`src/rtl/mem_arb_pkg.sv`:
```
// mem_arb_pkg: shared state encoding and default access length for mem_arbiter.
package mem_arb_pkg;
  localparam logic [1:0] IDLE = 2'd0;
  localparam logic [1:0] ACCESS = 2'd1;
  localparam logic [1:0] DONE = 2'd2;
  localparam int WAIT_CYCLES_DEF = 2;
endpackage

```
`src/rtl/wait_counter.sv`:
```
// wait_counter: 4-bit loadable down-counter with zero flag and synchronous clear.
module wait_counter (
  input  logic       clock,
  input  logic       clear,
  input  logic       load,
  input  logic [3:0] load_val,
  input  logic       dec,
  output logic       zero
);
  logic [3:0] cnt;
  always_ff @(posedge clock) begin
    if (clear) cnt <= '0;
    else if (load) cnt <= load_val;
    else if (dec && cnt != 4'd0) cnt <= cnt - 4'd1;
  end
  assign zero = cnt == 4'd0;
endmodule

```
`src/rtl/mem_arbiter.sv`:
```
// mem_arbiter: two-port round-robin arbiter onto a single fixed-latency memory.
module mem_arbiter
  import mem_arb_pkg::*;
#(
  parameter int WAIT_CYCLES = WAIT_CYCLES_DEF,
  parameter int ADDR_W = 32,
  parameter int DATA_W = 32
) (
  input  logic              clock,
  input  logic              reset,
  input  logic              req0,
  input  logic [ADDR_W-1:0] addr0,
  input  logic [DATA_W-1:0] wdata0,
  input  logic              rw0,
  output logic              ack0,
  input  logic              req1,
  input  logic [ADDR_W-1:0] addr1,
  input  logic [DATA_W-1:0] wdata1,
  input  logic              rw1,
  output logic              ack1,
  output logic [DATA_W-1:0] rdata,
  output logic              mem_en,
  output logic [ADDR_W-1:0] mem_addr,
  output logic [DATA_W-1:0] mem_wdata,
  output logic              mem_rw,
  input  logic [DATA_W-1:0] mem_rdata
);
  localparam logic [3:0] LOAD = 4'(WAIT_CYCLES - 1);
  logic [1:0] state;
  logic grant, last_grant, zero, win, start;
  // On a tie the port that did not win last time is served.
  assign win = (req0 && req1) ? ~last_grant : req1;
  assign start = state == IDLE && (req0 || req1);
  wait_counter u_wait (
    .clock(clock),
    .clear(reset),
    .load(start),
    .load_val(LOAD),
    .dec(state == ACCESS),
    .zero(zero)
  );
  always_ff @(posedge clock) begin
    if (reset) begin
      state <= IDLE;
      grant <= 1'b0;
      last_grant <= 1'b1;
      mem_addr <= '0;
      mem_wdata <= '0;
      mem_rw <= 1'b1;
      rdata <= '0;
    end else if (start) begin
      state <= ACCESS;
      grant <= win;
      last_grant <= win;
      mem_addr <= win ? addr1 : addr0;
      mem_wdata <= win ? wdata1 : wdata0;
      mem_rw <= win ? rw1 : rw0;
    end else if (state == ACCESS) begin
      if (zero) begin
        state <= DONE;
        if (mem_rw) rdata <= mem_rdata;
      end
    end else begin
      state <= IDLE;
    end
  end
  assign mem_en = state == ACCESS;
  assign ack0 = state == DONE && !grant;
  assign ack1 = state == DONE && grant;
endmodule

```
`config.mk`:
```
export PLATFORM = sky130hd
export DESIGN_NAME = mem_arbiter
export DESIGN_NICKNAME = d
export VERILOG_FILES = /design/src/rtl/mem_arb_pkg.sv /design/src/rtl/wait_counter.sv /design/src/rtl/mem_arbiter.sv
export SDC_FILE = /design/constraint.sdc
export NUM_CORES = 1
export LEC_CHECK = 0
export ABC_AREA = 1
export ABC_CLOCK_PERIOD_IN_PS = 3100
export CAP_MARGIN = 30
export CELL_PAD_IN_SITES_DETAIL_PLACEMENT = 1
export CELL_PAD_IN_SITES_GLOBAL_PLACEMENT = 2
export CORE_MARGIN = 8
export CORE_UTILIZATION = 20
export DETAILED_ROUTE_END_ITERATION = 12
export PLACE_DENSITY = 0.81
export SETUP_SLACK_MARGIN = 0.2
export SLEW_MARGIN = 30
export SYNTH_ARGS = -nofsm -noshare
export SYNTH_HDL_FRONTEND = slang
export SYNTH_SLANG_ARGS = --single-unit
```
`constraint.sdc`:
```
create_clock -name clock -period 3.1 [get_ports clock]
set_input_delay 0.62 -clock clock [delete_from_list [all_inputs] [get_ports clock]]
set_output_delay 0.62 -clock clock [all_outputs]
set_load 0.01 [all_outputs]
```
==> impl_results.md, run 1 <==
- CP Data Required Time: 2.48 ns
- Area delta synth->final: 66.03%
- Hold crit path type: reg2reg
- Slew headroom: 55.38%
- Post-CTS sizing: 0
- Final instance area: 8110 µm²
- Final setup violation count: 0
- Via/cell ratio: 4.164
- Worst path slowest cell: dfxtp_1
- Clk pin slew, worst setup/hold paths: 0.09 ns
- Worst reg2reg path depth: 5
- Clk_skew: 0.01045 ns
- Final worst path period share: 73.79%
- R2r setup slk: 1.45 ns
- Drt first pass iters: 4
- GP Congestion: 0.7267
- Met3 WL post-DR: 2099 µm
- Syn Nets: 928
- Fmax: 437.2 MHz
- Core Rows: 57
- Vias after detailed routing: 5,517
- Root Driver: clkbuf_16
- P per Cell Area: 499.4 nW/µm²
- #FFs+latches synth: 105
- Starting Density: 20.20%
- Leak: 3.728 nW
- Most frequent cells in the layout: nand2_1 (350), clkdlybuf4s50_1 (265), dfxtp_1 (105), nor2_1 (77), nand3_1 (68)
- Post-layout minimum cycle time: 2.288 ns
- Vias in the first global route: 5,840
- Sequential share of the synthesized area: 43.03%
- Dpl cells: 1,309
- Final wirelength: 20,970 µm
- Yosys top cell area share: 43.03%
- Die height: 172.3 µm
- ANT nets after route: 0
- Avg WL per Cell: 15.83 µm
- R2R Path Start: mem_rw
- Final std cells w/o fill: 1,325
- CP startpoint: mem_rw
- Warnings, synthesis: 0
- Total Power: 4.050 mW
- Critical Path Source Type: flop
- Buf/Inv on CP: 1
- Met2 WL post-DR: 9800 µm
- Mapped Cells: 761
- DP Area: 7800 µm²
- Dpl hpwl: 15,250 µm
- Worst-case clock buffer depth: 2
- Core box area: 24,180 µm²
- Die footprint: 29,680 µm²
- Grt total ovfl: 0
- Worst-path fanout max: 12
- Max VDD drop: 0.1996 mV
- Pin count of the biggest net entering global routing: 77
- Max Cap Violations: 0
- Antenna violations before repair: 1
- R2R Path End: rdata[2]
- Clk_lat worst skew: 0.36 ns
- Metal-1 WL: 8771 µm
- Count of hold-fix buffers inserted at cts: 0
- # nets final: 1,163
- Hold Violations, Final: 0
- Ports: 266
- GR Util All Layers: 14.02%
- Status: completed
- Share of cells above drive strength 1: 4.396%
- RSZ-0062 raised after global routing: false
- Setup crit end kind: output pin
- First-pass GRT wire length: 32,520 µm
- Largest area contributor in the netlist: dfxtp_1
- Worst path max stage delay: 0.66 ns
- Worst-Margin Slew: 0.6694 ns
- DRT iter0 DRCs: 192
- Commonest non-fill, non-tap cell in the layout: nand2_1
- Syn avg cell area: 6.419 µm²
- H-tree depth: 3
- Family with the most delay on the worst path: flip-flops
- Number of stages on the worst setup path: 1
- Synthesized area: 4885 µm²
- CP Cell Sequence: clkdlybuf4s50_1
- Worst Setup EP: mem_rw
- CTS tree: done
- Top layer in use: met5
- Distinct cell type count after synthesis: 22
- Cts bufs inserted: 9
- # clock sinks: 105
- Slew Viols, Final: 0
- Post-route setup TNS: 0 ns
- Worst path arrival time: 1.67 ns
- Number of buffers added on ports: 265
- Postcts setup bufs: 0
- Antenna Cells: 0
- Die Wd: 172.3 µm
- Residual DRC: 0
- Worst setup path class: reg2out
- Synth top area cells: dfxtp_1 (43%), nand2_1 (27%), nand3_1 (7.0%)
final cells by class:
class | count | area, µm²
Clock buffer | 9 | 225.2
Clock inverter | 7 | 85.08
Fill cell | 2992 | 16070
Inverter | 52 | 197.7
Multi-Input combinational cell | 554 | 2337
Sequential cell | 105 | 2102
Tap cell | 324 | 405.4
Timing Repair Buffer | 274 | 2758
state kept, by name (all words and copies together), names as in the netlist:
signal	flops
mem_addr	32
mem_wdata	32
rdata	32
u_wait.cnt	4
state	2
grant	1
last_grant	1
mem_rw	1
per-stage QoR:
step                      hold slack [ns]  util [%]  worst slack, ns
after global routing               0.4743     33.55           0.6811
after detailed placement           0.4383     32.26           0.6441
after floorplan                    0.4417         -            1.594
after global placement             0.4353     32.25           0.6226
after CTS                          0.4551     33.55           0.7791
final                              0.4519     33.55           0.8125
worst min-delay path, delay by kind of cell (launching register included):
kind             cells  cell delay, ns
AND/OR/NAND/NOR      2            0.10
flip-flops           1            0.31
worst min path at each step:
stage                               end  cells past startpoint  slack [ns]          start
final                      mem_addr[15]                      2        0.45   mem_addr[15]
after global routing       mem_addr[28]                      2        0.47   mem_addr[28]
after detailed placement   mem_addr[15]                      2        0.44   mem_addr[15]
after CTS                  mem_addr[15]                      2        0.46   mem_addr[15]
after global placement    mem_wdata[18]                      2        0.44  mem_wdata[18]
after floorplan              last_grant                      2        0.44     last_grant
metal layers:
metal	vias to the layer above	global-route usage (%)
met4	2	3.973
met1	2505	16.35
li1	2818	-
met5	-	0
met2	173	23.28
met3	19	5.799
report_power, final:
part           internal, mW  switching (mW)
Clock                 0.644           0.591
Combinational         0.607           0.609
Sequential             1.51          0.0918
cell usage after synthesis:
cell type,n
dfxtp_1,105
or2_2,10
nor3_1,2
inv_1,50
nand4_1,33
o211ai_1,1
buf_1,2
clkinv_1,1
nor2_2,2
ha_1,1
a21oi_1,4
buf_2,20
nor2_1,79
nor3_2,1
and3_1,1
inv_2,1
nor3_4,1
buf_6,3
nand2_1,351
clkbuf_1,16
nand3_1,68
buf_4,9
logic make-up (layout without fill, tap and decap cells):
kind of cell,after synthesis,in the layout,share of synthesized area (%)
DFF,105,105,43.03
AOI/OAI and AO/OA,5,5,0.5636
and+or+nand+nor,548,548,46.64
buffers and inverters,102,342,9.503
adders and majority gates,1,1,0.2561
No activity file was read; power rests on OpenSTA's default activity.
==> inputs of run 2 (changes only) <==
ABC_CLOCK_PERIOD_IN_PS = 2200   (was 3100)
CORE_UTILIZATION = 19   (was 20)
PLACE_DENSITY = 0.77   (was 0.81)
clock period = 2.2 ns   (was 3.1 ns; I/O delays follow)
==> run 2 against run 1 <==
First-iteration DRC count rose by 1.0%. Sequential power rose by 40%. Critical path type unchanged. Count of clock-buffer cells in the layout rose by 2. Highest routed layer unchanged. Die area rose by 4.8%.
==> impl_results.md, run 2 (synthesis results as in run 1) <==
- Commonest non-fill, non-tap cell in the layout: nand2_1 (unchanged)
- Setup crit end kind: output pin (unchanged)
- Clk_lat worst skew: 0.35 ns (was 0.36 ns)
- Drt first pass iters: 4 (unchanged)
- Worst slack, placed: 0.2189 ns (was 0.6441 ns)
- Die height: 176.3 µm (was 172.3 µm)
- Slew headroom: 69.11% (was 55.38%)
- Starting Density: 19.40% (was 20.20%)
- Core box area: 25,180 µm² (was 24,180 µm²)
- Critical Path Source Type: flop (unchanged)
- Worst setup path class: reg2out (unchanged)
- ANT nets after route: 0 (unchanged)
- Leak: 3.791 nW (was 3.728 nW)
- Buf/Inv on CP: 2 (was 1)
- CTS tree: done (unchanged)
- Number of stages on the worst setup path: 3 (was 1)
- Final worst setup slack: 0.3689 ns (was 0.8125 ns)
- Area delta synth->final: 67.52% (was 66.03%)
- Die footprint: 31,100 µm² (was 29,680 µm²)
- Clk pin slew, worst setup/hold paths: 0.08 ns (was 0.09 ns)
- Hold crit path type: reg2reg (unchanged)
- Final worst path period share: 83.23%
- Antenna violations before repair: 2 (was 1)
- Worst-Margin Slew: 0.4629 ns (was 0.6694 ns)
- GP Congestion: 0.7115 (was 0.7267)
- GR Util All Layers: 13.33% (was 14.02%)
- Count of hold-fix buffers inserted at cts: 0 (unchanged)
- Grt total ovfl: 0 (unchanged)
- Clk_skew: 0.01057 ns (was 0.01045 ns)
- Status: completed (unchanged)
- Worst-path fanout max: 4 (was 12)
- Core Rows: 58 (was 57)
- Family with the most delay on the worst path: buffers and inverters (was flip-flops)
- Regs by FF count: mem_addr x32, mem_wdata x32, rdata x32 (unchanged)
- Worst path max stage delay: 0.39 ns (was 0.66 ns)
- Slew Viols, Final: 0 (unchanged)
- H-tree depth: 3 (unchanged)
- Post-layout minimum cycle time: 1.831 ns
- Die Wd: 176.3 µm (was 172.3 µm)
- Hold Crit Depth: 2 (unchanged)
- WHS: 0.4492 ns (was 0.4519 ns)
- Total Power: 5.669 mW (was 4.050 mW)
- P per Cell Area: 692.8 nW/µm² (was 499.4 nW/µm²)
- CP Data Required Time: 1.76 ns (was 2.48 ns)
- Worst path arrival time: 1.39 ns (was 1.67 ns)
- Max VDD drop: 0.4526 mV (was 0.1996 mV)
- Most frequent cells in the layout: nand2_1 (350), clkdlybuf4s50_1 (262), dfxtp_1 (103), nor2_1 (77), nand3_1 (68) (was nand2_1 (350), clkdlybuf4s50_1 (265), dfxtp_1 (105), nor2_1 (77), nand3_1 (68))
- Fmax: 546.1 MHz
- Residual DRC: 0 (unchanged)
- Via/cell ratio: 4.071 (was 4.164)
- RSZ-0062 raised after global routing: false (unchanged)
- Max Cap Violations: 0 (unchanged)
- Final instance area: 8183 µm² (was 8110 µm²)
- DRT iter0 DRCs: 194 (was 192)
- Post-route setup TNS: 0 ns (unchanged)
- Worst reg2reg path depth: 7 (was 5)
- DP Area: 7883 µm² (was 7800 µm²)
- Worst-case clock buffer depth: 2 (unchanged)
- # clock sinks: 105 (unchanged)
- R2r setup slk: 0.54 ns (was 1.45 ns)
- Dpl hpwl: 15,890 µm (was 15,250 µm)
- Vias in the first global route: 5,755 (was 5,840)
- Postcts setup bufs: 0 (unchanged)
- Cts bufs inserted: 9 (unchanged)
- Root Driver: clkbuf_16 (unchanged)
- Number of buffers added on ports: 265 (unchanged)
- Pin count of the biggest net entering global routing: 66 (was 77)
- # nets final: 1,170 (was 1,163)
- Share of cells above drive strength 1: 5.258% (was 4.396%)
- Avg WL per Cell: 15.77 µm (was 15.83 µm)
- Worst path slowest cell: dfxtp_2 (was dfxtp_1)
- First-pass GRT wire length: 32,890 µm (was 32,520 µm)
- Final setup violation count: 0 (unchanged)
- Hold Violations, Final: 0 (unchanged)
- Ports: 266 (unchanged)
- Vias after detailed routing: 5,447 (was 5,517)
- CP Cell Sequence: inv_1 > nor3_1 > dlygate4sd2_1 (was clkdlybuf4s50_1)
- Final wirelength: 21,100 µm (was 20,970 µm)
- Antenna Cells: 0 (unchanged)
[run 2: cell count changes in the layout (fill, tap and decap cells not counted), moves of 2 or more]
cell / previous run / this run
buf_4: 6 / 11
dfxtp_2: 0 / 2
clkdlybuf4s50_1: 265 / 262
dlygate4sd2_1: 0 / 2
buf_12: 3 / 5
clkbuf_8: 0 / 2
dfxtp_1: 105 / 103
[run 2: layout make-up]
type,count,area [µm²]
Fill cell,3098,17000
Timing Repair Buffer,281,2835
Multi-Input combinational cell,554,2337
Sequential cell,105,2105
Tap cell,330,412.9
Clock buffer,11,252.7
Inverter,52,195.2
Clock inverter,5,45.04
[run 2: power by group]
group	total [mW]	internal, mW	switching (mW)
clock network	1.66	0.849	0.811
registers	2.24	2.13	0.120
logic	1.76	0.883	0.881
[run 2: worst paths after layout]
path | from | to
worst min register to register | mem_wdata[22] | mem_wdata[22]
worst max register to register | u_wait.cnt[0] | rdata[19]
worst max-delay path | state[1] | ack0
worst min-delay path | mem_wdata[22] | mem_wdata[22]
[run 2: metal layers]
metal	track usage [%]	share of wire, %	vias up
li1	-	-	2828
met3	5.982	9.6	15
met2	21.81	45	169
met5	0	0.13	-
met4	2.032	0.67	4
met1	16.17	44	2431
[run 2: stage by stage]
step,utilization (%),std cells
global route,32.50,1338
detailed placement,31.30,1322
finish,32.50,1338
floorplan,-,761
global placement,31.30,1322
CTS,32.49,1338
[run 2: worst reg2reg max path: stages (launching register included)]
cell	delay, ns
dfxtp_1	0.32
inv_1	0.11
ha_1	0.21
nand2_1	0.21
nor3_4	0.35
buf_12	0.23
nor2_1	0.07
nor2_1	0.10
[run 2: timing repair]
item | 4_1_cts | 5_1_grt
endpoints found under the setup margin | 3 | 1
gates resized for setup | 4 | 1
hold endpoints to repair | 0 | 0
==> inputs of run 3 (changes only) <==
ABC_CLOCK_PERIOD_IN_PS = 1700   (was 2200)
clock period = 1.7 ns   (was 2.2 ns; I/O delays follow)
==> run 3 against run 2 <==
Global-route usage barely moved. Routed wire length is 2.5% higher. Cell area is 2.0% higher. Sequential power increased by 29%. Sequential share of layout area shrank 0.52 points. Final cell count rose by 1.2%. First-iteration DRC count is 8.8% higher. Worst setup slack got worse by 0.11 ns. Flip-flop and latch count unchanged. Register-to-register slack got worse by 0.27 ns.
==> impl_results.md, run 3 (synthesis results as in run 1) <==
- Status: completed (unchanged)
- Worst path max stage delay: 0.33 ns (was 0.39 ns)
- Ports: 266 (unchanged)
- Clock network fraction of design power: 30.8% (was 29.3%)
- Clk_lat worst skew: 0.35 ns (about the same)
- Grt total ovfl: 0 (unchanged)
- Final worst path period share: 84.59%
- Final std cells w/o fill: 1,354 (was 1,338)
- Combinational fraction of design power: 30.5% (was 31.1%)
- H-tree depth: 3 (unchanged)
- Antenna violations before repair: 1 (was 2)
- Setup crit end kind: output pin (unchanged)
- Hold crit path type: reg2reg (unchanged)
- Switching power: 2.407 mW (was 1.811 mW)
- Worst Setup EP: ack1 (was ack0)
- Residual DRC: 0 (unchanged)
- Clk pin slew, worst setup/hold paths: 0.08 ns (about the same)
- Sequential share of power: 38.8% (was 39.6%)
- DRT iter0 DRCs: 211 (was 194)
- # clock sinks: 105 (unchanged)
- Total Power: 7.473 mW (was 5.669 mW)
- Most frequent cells in the layout: nand2_1 (349), clkdlybuf4s50_1 (165), dfxtp_1 (103), dlygate4sd2_1 (97), nor2_1 (77) (was nand2_1 (350), clkdlybuf4s50_1 (262), dfxtp_1 (103), nor2_1 (77), nand3_1 (68))
- Vias in the first global route: 5,834 (was 5,755)
- GR Util All Layers: 13.38% (was 13.33%)
- Regs by FF count: mem_addr x32, mem_wdata x32, rdata x32 (unchanged)
- Worst path slowest cell: dfxtp_2 (unchanged)
- Fmax: 695.4 MHz
- Family with the most delay on the worst path: flip-flops (was buffers and inverters)
- Sw Share: 32.20% (was 31.95%)
- Core box area: 25,180 µm² (unchanged)
- Critical Path Source Type: flop (unchanged)
- Root Driver: clkbuf_16 (unchanged)
- First-pass GRT wire length: 33,110 µm (was 32,890 µm)
- Slew headroom: 75.55% (was 69.11%)
- Die height: 176.3 µm (unchanged)
- Hold Violations, Final: 0 (unchanged)
- Final instance area: 8351 µm² (was 8183 µm²)
- Core Rows: 58 (unchanged)
- Worst-path fanout max: 3 (was 4)
- Area delta synth->final: 70.95% (was 67.52%)
- R2R Path Start: u_wait.cnt[1] (was u_wait.cnt[0])
- RSZ-0062 raised after global routing: true (was false)
- Vias after detailed routing: 5,553 (was 5,447)
- # nets final: 1,186 (was 1,170)
- Die footprint: 31,100 µm² (unchanged)
- P per Cell Area: 895.0 nW/µm² (was 692.8 nW/µm²)
- Post-layout minimum cycle time: 1.438 ns
- Hold_sp: mem_wdata[10] (was mem_wdata[22])
- CP startpoint: state[1] (unchanged)
- Clk_skew: 0.01221 ns (was 0.01057 ns)
- ANT nets after route: 0 (unchanged)
- Pint: 5.067 mW (was 3.858 mW)
- Number of stages on the worst setup path: 3 (unchanged)
- Most used cell, CP: buf_6
- Worst reg2reg path depth: 8 (was 7)
- CTS tree: done (unchanged)
- Worst-Margin Slew: 0.3667 ns (was 0.4629 ns)
- Commonest non-fill, non-tap cell in the layout: nand2_1 (unchanged)
- Via/cell ratio: 4.101 (was 4.071)
- Worst path arrival time: 1.10 ns (was 1.39 ns)
- Pin count of the biggest net entering global routing: 54 (was 66)
- Max Cap Violations: 0 (unchanged)
- Cts bufs inserted: 9 (unchanged)
- Worst setup path class: reg2out (unchanged)
- Buf/Inv on CP: 2 (unchanged)
- Share of cells above drive strength 1: 7.520% (was 5.258%)
- Drt first pass iters: 4 (unchanged)
- Number of buffers added on ports: 265 (unchanged)
- Final wirelength: 21,640 µm (was 21,100 µm)
- Max VDD drop: 0.4287 mV (was 0.4526 mV)
- Avg WL per Cell: 15.98 µm (was 15.77 µm)
- Starting Density: 19.40% (unchanged)
- Worst-case clock buffer depth: 2 (unchanged)
- Final setup violation count: 0 (unchanged)
- Dpl cells: 1,334 (was 1,322)
- R2R Path End: rdata[31] (was rdata[19])
- Leak: 4.285 nW (was 3.791 nW)
- Die Wd: 176.3 µm (unchanged)
- CP Data Required Time: 1.36 ns (was 1.76 ns)
- R2r setup slk: 0.27 ns (was 0.54 ns)
- DP Area: 8060 µm² (was 7883 µm²)
- Antenna Cells: 0 (unchanged)
- Slew Viols, Final: 0 (unchanged)
- GP Congestion: 0.7287 (was 0.7115)
- CP Cell Sequence: buf_6 > and3_4 > buf_6 (was inv_1 > nor3_1 > dlygate4sd2_1)
- Dpl hpwl: 16,370 µm (was 15,890 µm)
-- run 3: changes by cell type in the layout (fill, tap and decap cells not counted), sizes merged --
cell and change:
clkinv -1, clkbuf +1, buf +17, dlymetal6s2s -1
inv +1, bufinv +1, dlygate4sd2 +95, clkdlybuf4s50 -97
-- run 3: how the worst min path moves through the flow --
| stage | cells past startpoint | slack (ns) | end |
|---|---|---|---|
| floorplan | 2 | 0.44 | last_grant |
| global placement | 2 | 0.44 | mem_addr[27] |
| detailed placement | 2 | 0.44 | mem_addr[25] |
| CTS | 2 | 0.46 | mem_wdata[10] |
| global route | 2 | 0.47 | mem_addr[27] |
| finish | 2 | 0.45 | mem_wdata[10] |
-- run 3: final cells by class --
type | count | area, µm²
sequential | 105 | 2105
clock inverter | 6 | 85.08
fill | 3127 | 16830
multi-input combinational | 554 | 2367
tap | 330 | 412.9
clock buffer | 10 | 239.0
inverter | 52 | 195.2
timing repair buffer | 297 | 2947
-- run 3: worst register-to-register path: stages (launching register included) --
cell and delay (ns):
dfxtp_1 0.32, inv_1 0.12, ha_4 0.17, nand2_4 0.09
nor3_4 0.21, buf_4 0.16, clkbuf_16 0.16, nor2_1 0.04
nor2_1 0.09
-- run 3: through the flow --
step	setup slack [ns]	setup TNS (ns)	hold slack (ns)	util [%]
floorplan	0.3916	0	0.4417	-
detailed placement	-0.05649	-1.865	0.4429	32.01
global placement	-0.04785	-0.7560	0.4355	32.01
global route	0.1671	0	0.4671	33.16
CTS	0.1866	0	0.4558	32.81
finish	0.2620	0	0.4525	33.16
-- run 3: power by group through the flow --
| stage | Clock, mW | Sequential, mW | Combinational, mW |
|---|---|---|---|
| floorplan | 0 | 3.07 | 0.907 |
| global placement | 0 | 2.95 | 2.45 |
| detailed placement | 0 | 2.97 | 2.45 |
| CTS | 2.41 | 2.90 | 2.27 |
| global route | 2.52 | 2.94 | 2.52 |
| finish | 2.30 | 2.90 | 2.28 |
-- run 3: per-layer routing --
| metal | GRT usage [%] | share of wire [%] | up-vias |
|---|---|---|---|
| met1 | 16.16 | 44 | 2511 |
| li1 | - | - | 2856 |
| met4 | 2.662 | 0.93 | 2 |
| met2 | 21.78 | 46 | 167 |
| met3 | 5.896 | 9.2 | 17 |
| met5 | 0 | 0.060 | - |
-- run 3: what timing repair did --
item | in CTS | in global routing
setup buffers | 0 | 2
pin swaps | 0 | 1
cloned | 0 | 2
endpoints found under the hold margin | 0 | 0
resized for setup | 114 | 11
endpoints found under the setup margin | 101 | 37
hold buffers | 0 | 0
